[config.mk]
export PLATFORM = sky130hd
export DESIGN_NAME = memory_dump_io
export DESIGN_NICKNAME = d
export VERILOG_FILES = /design/src/rtl/memory_dump_io.sv
export SDC_FILE = /design/constraint.sdc
export NUM_CORES = 1
export LEC_CHECK = 0
export ABC_CLOCK_PERIOD_IN_PS = 2700
export CAP_MARGIN = 20
export CORE_ASPECT_RATIO = 1.5
export CORE_UTILIZATION = 50
export CTS_BUF_LIST = sky130_fd_sc_hd__clkbuf_8 sky130_fd_sc_hd__clkbuf_16
export DETAILED_ROUTE_END_ITERATION = 10
export GPL_ROUTABILITY_DRIVEN = 0
export PLACE_DENSITY_LB_ADDON = 0.08
export SYNTH_ARGS = -nofsm -noshare
export SYNTH_HDL_FRONTEND = slang
export SYNTH_SLANG_ARGS = --single-unit
[constraint.sdc]
create_clock -name CLK -period 2.7 [get_ports CLK]
set_clock_uncertainty 0.05 [all_clocks]
set_input_delay 0.405 -clock CLK [delete_from_list [all_inputs] [get_ports CLK]]
set_output_delay 0.405 -clock CLK [all_outputs]
set_load 0.1 [all_outputs]
[src/rtl/memory_dump_io.sv]
// memory_dump_io: reads a BRAM region and streams it over the byte TX path as [len_hi, len_lo, payload...].
// Build option DUMP_CHECKSUM_EN appends a one-byte additive checksum of the payload after the last byte.
module memory_dump_io #(
   parameter int RD_LAT    = 1,
   parameter int MAX_BYTES = 65535
) (
   input  logic        CLK,
   input  logic        RSTN,
   input  logic        start,
   input  logic [31:0] base_addr,
   input  logic [15:0] length_in,
   output logic [31:0] BRAM_ADDR,
   output logic        BRAM_EN,
   output logic [3:0]  BRAM_WE,
   input  logic [31:0] BRAM_RDDATA,
   input  logic        io_ready,
   output logic        io_write_req,
   input  logic        io_done,
   output logic [7:0]  io_wdata,
   output logic        busy,
   output logic        done,
   output logic [7:0]  err
);

   typedef enum logic [3:0] {
      ST_IDLE,
      ST_HDR_WAIT,
      ST_HDR_SEND,
      ST_MEM_REQ,
      ST_MEM_WAIT,
      ST_BYTE_WAIT,
      ST_BYTE_SEND,
`ifdef DUMP_CHECKSUM_EN
      ST_CSUM_WAIT,
      ST_CSUM_SEND,
`endif
      ST_FIN
   } state_t;

`ifdef DUMP_CHECKSUM_EN
   localparam state_t ST_TAIL = ST_CSUM_WAIT;
`else
   localparam state_t ST_TAIL = ST_FIN;
`endif

   localparam logic [1:0] LAT = 2'(RD_LAT);

   state_t      state_q, state_d;
   logic [15:0] len_q, len_d;
   logic [15:0] byte_idx_q, byte_idx_d;
   logic [31:0] addr_q, addr_d;
   logic [31:0] word_q, word_d;
   logic [1:0]  lat_cnt_q, lat_cnt_d;
   logic        hdr_lo_q, hdr_lo_d;
   logic        req_q, req_d;
   logic [7:0]  wdata_q, wdata_d;
   logic        busy_q, busy_d;
   logic        done_q, done_d;
   logic [7:0]  err_q, err_d;
`ifdef DUMP_CHECKSUM_EN
   logic [7:0]  csum_q, csum_d;
`endif

   logic [15:0] byte_nxt;
   logic        too_long;
   logic        in_send;
   logic [7:0]  payload_byte;

   assign byte_nxt = byte_idx_q + 16'd1;
   assign too_long = {16'd0, length_in} > 32'(MAX_BYTES);

`ifdef DUMP_CHECKSUM_EN
   assign in_send = (state_q == ST_HDR_SEND) || (state_q == ST_BYTE_SEND) || (state_q == ST_CSUM_SEND);
`else
   assign in_send = (state_q == ST_HDR_SEND) || (state_q == ST_BYTE_SEND);
`endif

   // Payload goes out MSB first within each captured word.
   always_comb begin
      case (byte_idx_q[1:0])
         2'd0:    payload_byte = word_q[31:24];
         2'd1:    payload_byte = word_q[23:16];
         2'd2:    payload_byte = word_q[15:8];
         default: payload_byte = word_q[7:0];
      endcase
   end

   always_comb begin
      state_d    = state_q;
      len_d      = len_q;
      byte_idx_d = byte_idx_q;
      addr_d     = addr_q;
      word_d     = word_q;
      lat_cnt_d  = lat_cnt_q;
      hdr_lo_d   = hdr_lo_q;
      req_d      = 1'b0;
      wdata_d    = wdata_q;
      busy_d     = busy_q;
      done_d     = 1'b0;
      err_d      = err_q;
`ifdef DUMP_CHECKSUM_EN
      csum_d     = csum_q;
`endif
      case (state_q)
         ST_IDLE: begin
            if (start) begin
               if (too_long) begin
                  err_d  = 8'd1;
                  done_d = 1'b1;
               end else begin
                  len_d      = length_in;
                  addr_d     = base_addr & 32'hFFFF_FFFC;
                  byte_idx_d = 16'd0;
                  hdr_lo_d   = 1'b0;
                  busy_d     = 1'b1;
                  err_d      = 8'd0;
`ifdef DUMP_CHECKSUM_EN
                  csum_d     = 8'd0;
`endif
                  state_d    = ST_HDR_WAIT;
               end
            end
         end
         ST_HDR_WAIT: begin
            if (io_ready) begin
               req_d   = 1'b1;
               wdata_d = hdr_lo_q ? len_q[7:0] : len_q[15:8];
               state_d = ST_HDR_SEND;
            end
         end
         ST_HDR_SEND: begin
            if (io_done) begin
               if (!hdr_lo_q) begin
                  hdr_lo_d = 1'b1;
                  state_d  = ST_HDR_WAIT;
               end else if (len_q == 16'd0) begin
                  state_d = ST_TAIL;
               end else begin
                  state_d = ST_MEM_REQ;
               end
            end
         end
         ST_MEM_REQ: begin
            lat_cnt_d = 2'd1;
            state_d   = ST_MEM_WAIT;
         end
         ST_MEM_WAIT: begin
            if (lat_cnt_q == LAT) begin
               word_d  = BRAM_RDDATA;
               addr_d  = addr_q + 32'd4;
               state_d = ST_BYTE_WAIT;
            end else begin
               lat_cnt_d = lat_cnt_q + 2'd1;
            end
         end
         ST_BYTE_WAIT: begin
            if (io_ready) begin
               req_d   = 1'b1;
               wdata_d = payload_byte;
               state_d = ST_BYTE_SEND;
            end
         end
         ST_BYTE_SEND: begin
            if (io_done) begin
               byte_idx_d = byte_nxt;
`ifdef DUMP_CHECKSUM_EN
               csum_d     = csum_q + wdata_q;
`endif
               if (byte_nxt == len_q)            state_d = ST_TAIL;
               else if (byte_nxt[1:0] == 2'd0)   state_d = ST_MEM_REQ;
               else                              state_d = ST_BYTE_WAIT;
            end
         end
`ifdef DUMP_CHECKSUM_EN
         ST_CSUM_WAIT: begin
            if (io_ready) begin
               req_d   = 1'b1;
               wdata_d = csum_q;
               state_d = ST_CSUM_SEND;
            end
         end
         ST_CSUM_SEND: begin
            if (io_done) state_d = ST_FIN;
         end
`endif
         ST_FIN: begin
            busy_d  = 1'b0;
            done_d  = 1'b1;
            state_d = ST_IDLE;
         end
         default: state_d = ST_IDLE;
      endcase
      // A completion with nothing outstanding is flagged but otherwise ignored.
      if (io_done && !in_send) err_d = 8'd2;
   end

   always_ff @(posedge CLK or negedge RSTN) begin
      if (!RSTN) begin
         state_q    <= ST_IDLE;
         len_q      <= '0;
         byte_idx_q <= '0;
         addr_q     <= '0;
         word_q     <= '0;
         lat_cnt_q  <= '0;
         hdr_lo_q   <= 1'b0;
         req_q      <= 1'b0;
         wdata_q    <= '0;
         busy_q     <= 1'b0;
         done_q     <= 1'b0;
         err_q      <= '0;
`ifdef DUMP_CHECKSUM_EN
         csum_q     <= '0;
`endif
      end else begin
         state_q    <= state_d;
         len_q      <= len_d;
         byte_idx_q <= byte_idx_d;
         addr_q     <= addr_d;
         word_q     <= word_d;
         lat_cnt_q  <= lat_cnt_d;
         hdr_lo_q   <= hdr_lo_d;
         req_q      <= req_d;
         wdata_q    <= wdata_d;
         busy_q     <= busy_d;
         done_q     <= done_d;
         err_q      <= err_d;
`ifdef DUMP_CHECKSUM_EN
         csum_q     <= csum_d;
`endif
      end
   end

   // Read strobe and address are decoded from state so the whole request costs one cycle.
   assign BRAM_EN      = (state_q == ST_MEM_REQ);
   assign BRAM_ADDR    = BRAM_EN ? addr_q : 32'd0;
   assign BRAM_WE      = 4'b0000;
   assign io_write_req = req_q;
   assign io_wdata     = wdata_q;
   assign busy         = busy_q;
   assign done         = done_q;
   assign err          = err_q;

endmodule

# After elaboration in Yosys (flattened, before gate mapping)
# Cells that the tools add are included.
# word_totals
regBits	122
inputBits	85
output_inout_bits	56
# classes
add_sub_neg	3
n_eq_ne	18
n_mux	36
reduce_logical	26
# op_table
cell	n
$mux W32	3
$pmux W32 S2	1
$mux W8	6
$add A32 B3 Y32 const B	1
$mux W16	2
$pmux W16 S2	1
$pmux W4 S7	1
$mux W4	6
$pmux W8 S3	1
$add A16 B1 Y16 const B	1
$eq A16 B16 Y1	1
$eq A4 B3 Y1 const B	4
$logic_not A16 Y1	1
$pmux W8 S2	1
$reduce_bool A2 Y1	8
$ne A2 B2 Y1 const B	7
$mux W3	4
$reduce_and A3 Y1	4
$reduce_and A2 Y1	5
$eq A4 B2 Y1 const B	2
$mux W1	6
$reduce_and A6 Y1	1
$eq A2 B1 Y1 const B	2
$eq A4 B1 Y1 const B	1
11 further kinds	13

# Logic depth before layout (Yosys ltp)
# Gate-level depths: netlist of the first run.
# depth
depth_word	6
mapped_depth	9
depth_no_buf	8

# Worst setup path before layout of the first run
# OpenSTA, ideal clock, no wires.
# synth_timing
path_kind	register to output
start	register state_q[2]
end	output BRAM_ADDR[23]
arrival_time_ns	2.891
required_time_ns	2.245
setup_slack_ns	-0.646
path_stages_with_launch	4
n_path_buf	2
path_cell_list	dfrtp_1 -> clkbuf_1 -> buf_1 -> nor3_1
# synth_between
elab_chain_len	2
# synth_lines
item	line_no	source
start: declaration	48	state_t state_q, state_d;
start signal: assignment	215	state_q <= state_d;
$eq A4 B2 Y1	234	assign BRAM_EN = (state_q == ST_MEM_REQ);
$mux W32	235	assign BRAM_ADDR = BRAM_EN ? addr_q : 32'd0;
end: declaration	12	output logic [31:0] BRAM_ADDR,
# No other way between the ends.

# Worst setup path after layout of the first run
# layout_timing
start	register addr_q[2]
end	register addr_q[26]
# layout_between
elab_chain_len	3
# layout_lines
item	line_no	source
start: declaration	51	logic [31:0] addr_q, addr_d;
start signal: assignment	218	addr_q <= addr_d;
$add A32 B3 Y32	150	addr_d = addr_q + 32'd4;
$mux W32	148	if (lat_cnt_q == LAT) begin
$pmux W32 S2	104	case (state_q)
# No other way between the ends. The select of a mux whose other input is x is not followed.
# A chain may end at the register's enable or synchronous reset.

==> results by group, run 1 <==
Worst setup path
  • CP Capture Type: flop
  • R2R cell count: 7
  • Required time of the critical path: 2.93 ns
  • Worst Setup SP: addr_q[2]
  • Reg2reg end: addr_q[26]
  • Critical path class: flop to flop
  • Critical R2R Launch: addr_q[2]
  • Max FO, Critical Path: 4
  • Worst Setup EP: addr_q[26]
  • Element type at the critical path start: flop
  • CP arrival: 2.58 ns
  • R2R Setup Slk: 0.34 ns

Synthesis
  • Register area share after synthesis: 0.436
  • Post-synthesis cell type count: 56
  • Top FF cell, synth: dfrtp_1
  • Cells after Synth: 701
  • Mean Syn Cell Area: 9.17 um2
  • Mapped cell area: 0.00642 mm2
  • Synthesis warning total: 0
  • Post-synth EDFFs: 0
  • Synthesis-stage register bit count: 112
  • Async S/R FF share, synth: 1.00

Power and ir drop
  • Pwr/cell area: 1080 mW/mm2
  • Total power: 9.10 mW
  • Max rail drop VDD: 0.517 mV
  • P_leak: 3.48 nW

Route
  • Drt wl/cell: 17.0 um
  • Final wirelength: 16.5 mm
  • Initial DRC Count: 399
  • Routed Antenna Nets: 0
  • Via density: 5.87
  • Routed via count: 5679
  • # DRC: 0
  • First-pass detailed-route iteration total: 6

Clock network
  • Max clock buf depth: 2
  • # H-tree levels: 3
  • Sinks on Clock Net: 112
  • Clock latency on the worst-skew pair: 0.35 ns
  • # hold bufs at CTS: 0
  • CTS Buf Count: 9
  • CTS Root Cell: clkbuf_16
  • Post-CTS resize count: 0
  • Clock transition at path regs: 0.08 ns
  • CTS tree: built
  • Post-CTS setup buffer count: 0

Global route
  • GR Overflow Total: 0
  • First-pass GRT wire length: 26.7 mm
  • Initial antenna violation count: 0
  • Global-route usage over all layers: 0.255
  • Largest net degree at the start of global routing: 58
  • Vias in the first global route: 5664

Floorplan
  • Die area: 0.0133 mm2
  • Row cnt: 50
  • Core area: 0.0125 mm2
  • Initial core utilization: 0.514
  • Die Height: 141 um
  • Boundary Pins: 141
  • Die X: 94.6 um

Timing
  • Slew @ Worst Pin: 0.766 ns
  • Tcrit/Tclk final: 0.872
  • Peak Freq: 425 MHz
  • Fin crit period: 2.36 ns
  • RSZ-0062 raised after global routing: no
  • Setup TNS Final: 0 ns
  • Slew Limit Fails: 0
  • Relative slew slack: 0.489
  • Final Hold Fails: 0
  • Final setup violation count: 0

Final layout
  • Finished Core Util: 0.672
  • Most frequent cells in the layout: dfrtp_1, clkdlybuf4s50_1, o21ai_0
  • Syn-to-layout area delta: 30.8%
  • Fin nets: 899
  • Final std cells w/o fill: 968
  • Most common library cell in the layout ignoring fill and taps: dfrtp_1
  • Layout cell share with drive strength beyond 1: 0.171
  • Post-route cell area: 0.00840 mm2
  • Antenna Cells: 0

Placed design
  • Placed cell count: 952
  • DP HPWL: 12.1 mm
  • Post-DP Area: 0.00810 mm2
  • PortBufs: 125

Outcome
  • Outcome: finished clean

Min path
  • Hold Path Class: primary input to async pin

Job
  • Maxcap violations: 0
## cell usage after synthesis (all sizes together) (5+ instances only)
cell type / instances / area share
and3: 17 / 0.017
and4: 5 / 0.0070
buf: 25 / 0.023
xnor2: 14 / 0.019
o21ai: 72 / 0.056
mux2i: 20 / 0.031
mux2: 39 / 0.068
clkbuf: 36 / 0.021
o22ai: 11 / 0.011
inv: 19 / 0.011
a222oi: 8 / 0.012
nor4: 10 / 0.013
ha: 7 / 0.014
nand3: 24 / 0.019
nor2b: 5 / 0.0049
o31ai: 9 / 0.011
nand4: 16 / 0.017
a2bb2oi: 6 / 0.0082
a21oi: 50 / 0.039
nor2: 34 / 0.020
dfrtp: 112 / 0.44
xor2: 9 / 0.012
nand2: 65 / 0.038
nor3: 12 / 0.0093
nand2b: 5 / 0.0049
and2: 33 / 0.032
## how the worst min path moves through the flow
stage                              end  slack, ns
after floorplan             addr_q[10]       0.06
after detailed placement   io_wdata[6]       0.43
after global routing        addr_q[21]       0.12
after global placement    lat_cnt_q[0]       0.41
final                       addr_q[21]       0.07
after CTS                   addr_q[21]       0.09
## worst max-delay path, stage by stage, from the launching register on
cell       delay (ns)
dfrtp_1          0.40
ha_1             0.22
and4_2           0.27
nand3_1          0.22
nor4_1           0.57
nand3_1          0.20
a21oi_1          0.18
a2bb2oi_1        0.16
## cell families after synthesis
group,synth area share
compound gates,0.169
buf+inv,0.0551
flops,0.436
fa+ha+maj,0.0136
mux,0.0995
xor+xnor,0.0314
other cells,0.000584
simple gates,0.194
## metal layers
layer / vias up / track usage / share of wire
met5: - / 0 / 0
met4: 0 / 0.119 / 0.045
met3: 49 / 0.0442 / 0.054
met2: 206 / 0.437 / 0.51
met1: 2720 / 0.308 / 0.39
li1: 2704 / - / -
## power breakdown
| group | switching [mW] | internal, mW |
|---|---|---|
| Combinational | 2.84 | 1.83 |
| Clock | 0.694 | 0.665 |
| Sequential | 0.699 | 2.38 |
## metrics by stage
step	hold WS, ns	setup slack, ns
after floorplan	0.0594	-0.646
after global placement	0.414	0.381
after detailed placement	0.432	0.396
after CTS	0.0937	0.376
after global routing	0.122	0.132
final	0.0681	0.345
## registers in the layout (all words and copies together), names as in the netlist, 2 cells and up
signal,flops
len_q,16
io_wdata,8
word_q,32
state_q,3
addr_q,30
lat_cnt_q,2
byte_idx_q,16
## area by class of cell
cell class | instances | area, um2
fillers | 1042 | 4110
multi-input cells | 521 | 3330
flip-flops and latches | 112 | 2800
repair buffers | 144 | 1700
clock buffers | 9 | 225
well taps | 156 | 195
clock inverters | 7 | 81.3
inverters | 19 | 71.3
Note: power is estimated with default switching activity, not from simulation.
==> run 2: changes to the inputs <==
- CAP_MARGIN: 20 -> default
==> results of run 2 <==
No change in the layout: final DEF, timing and power equal those of run 1.
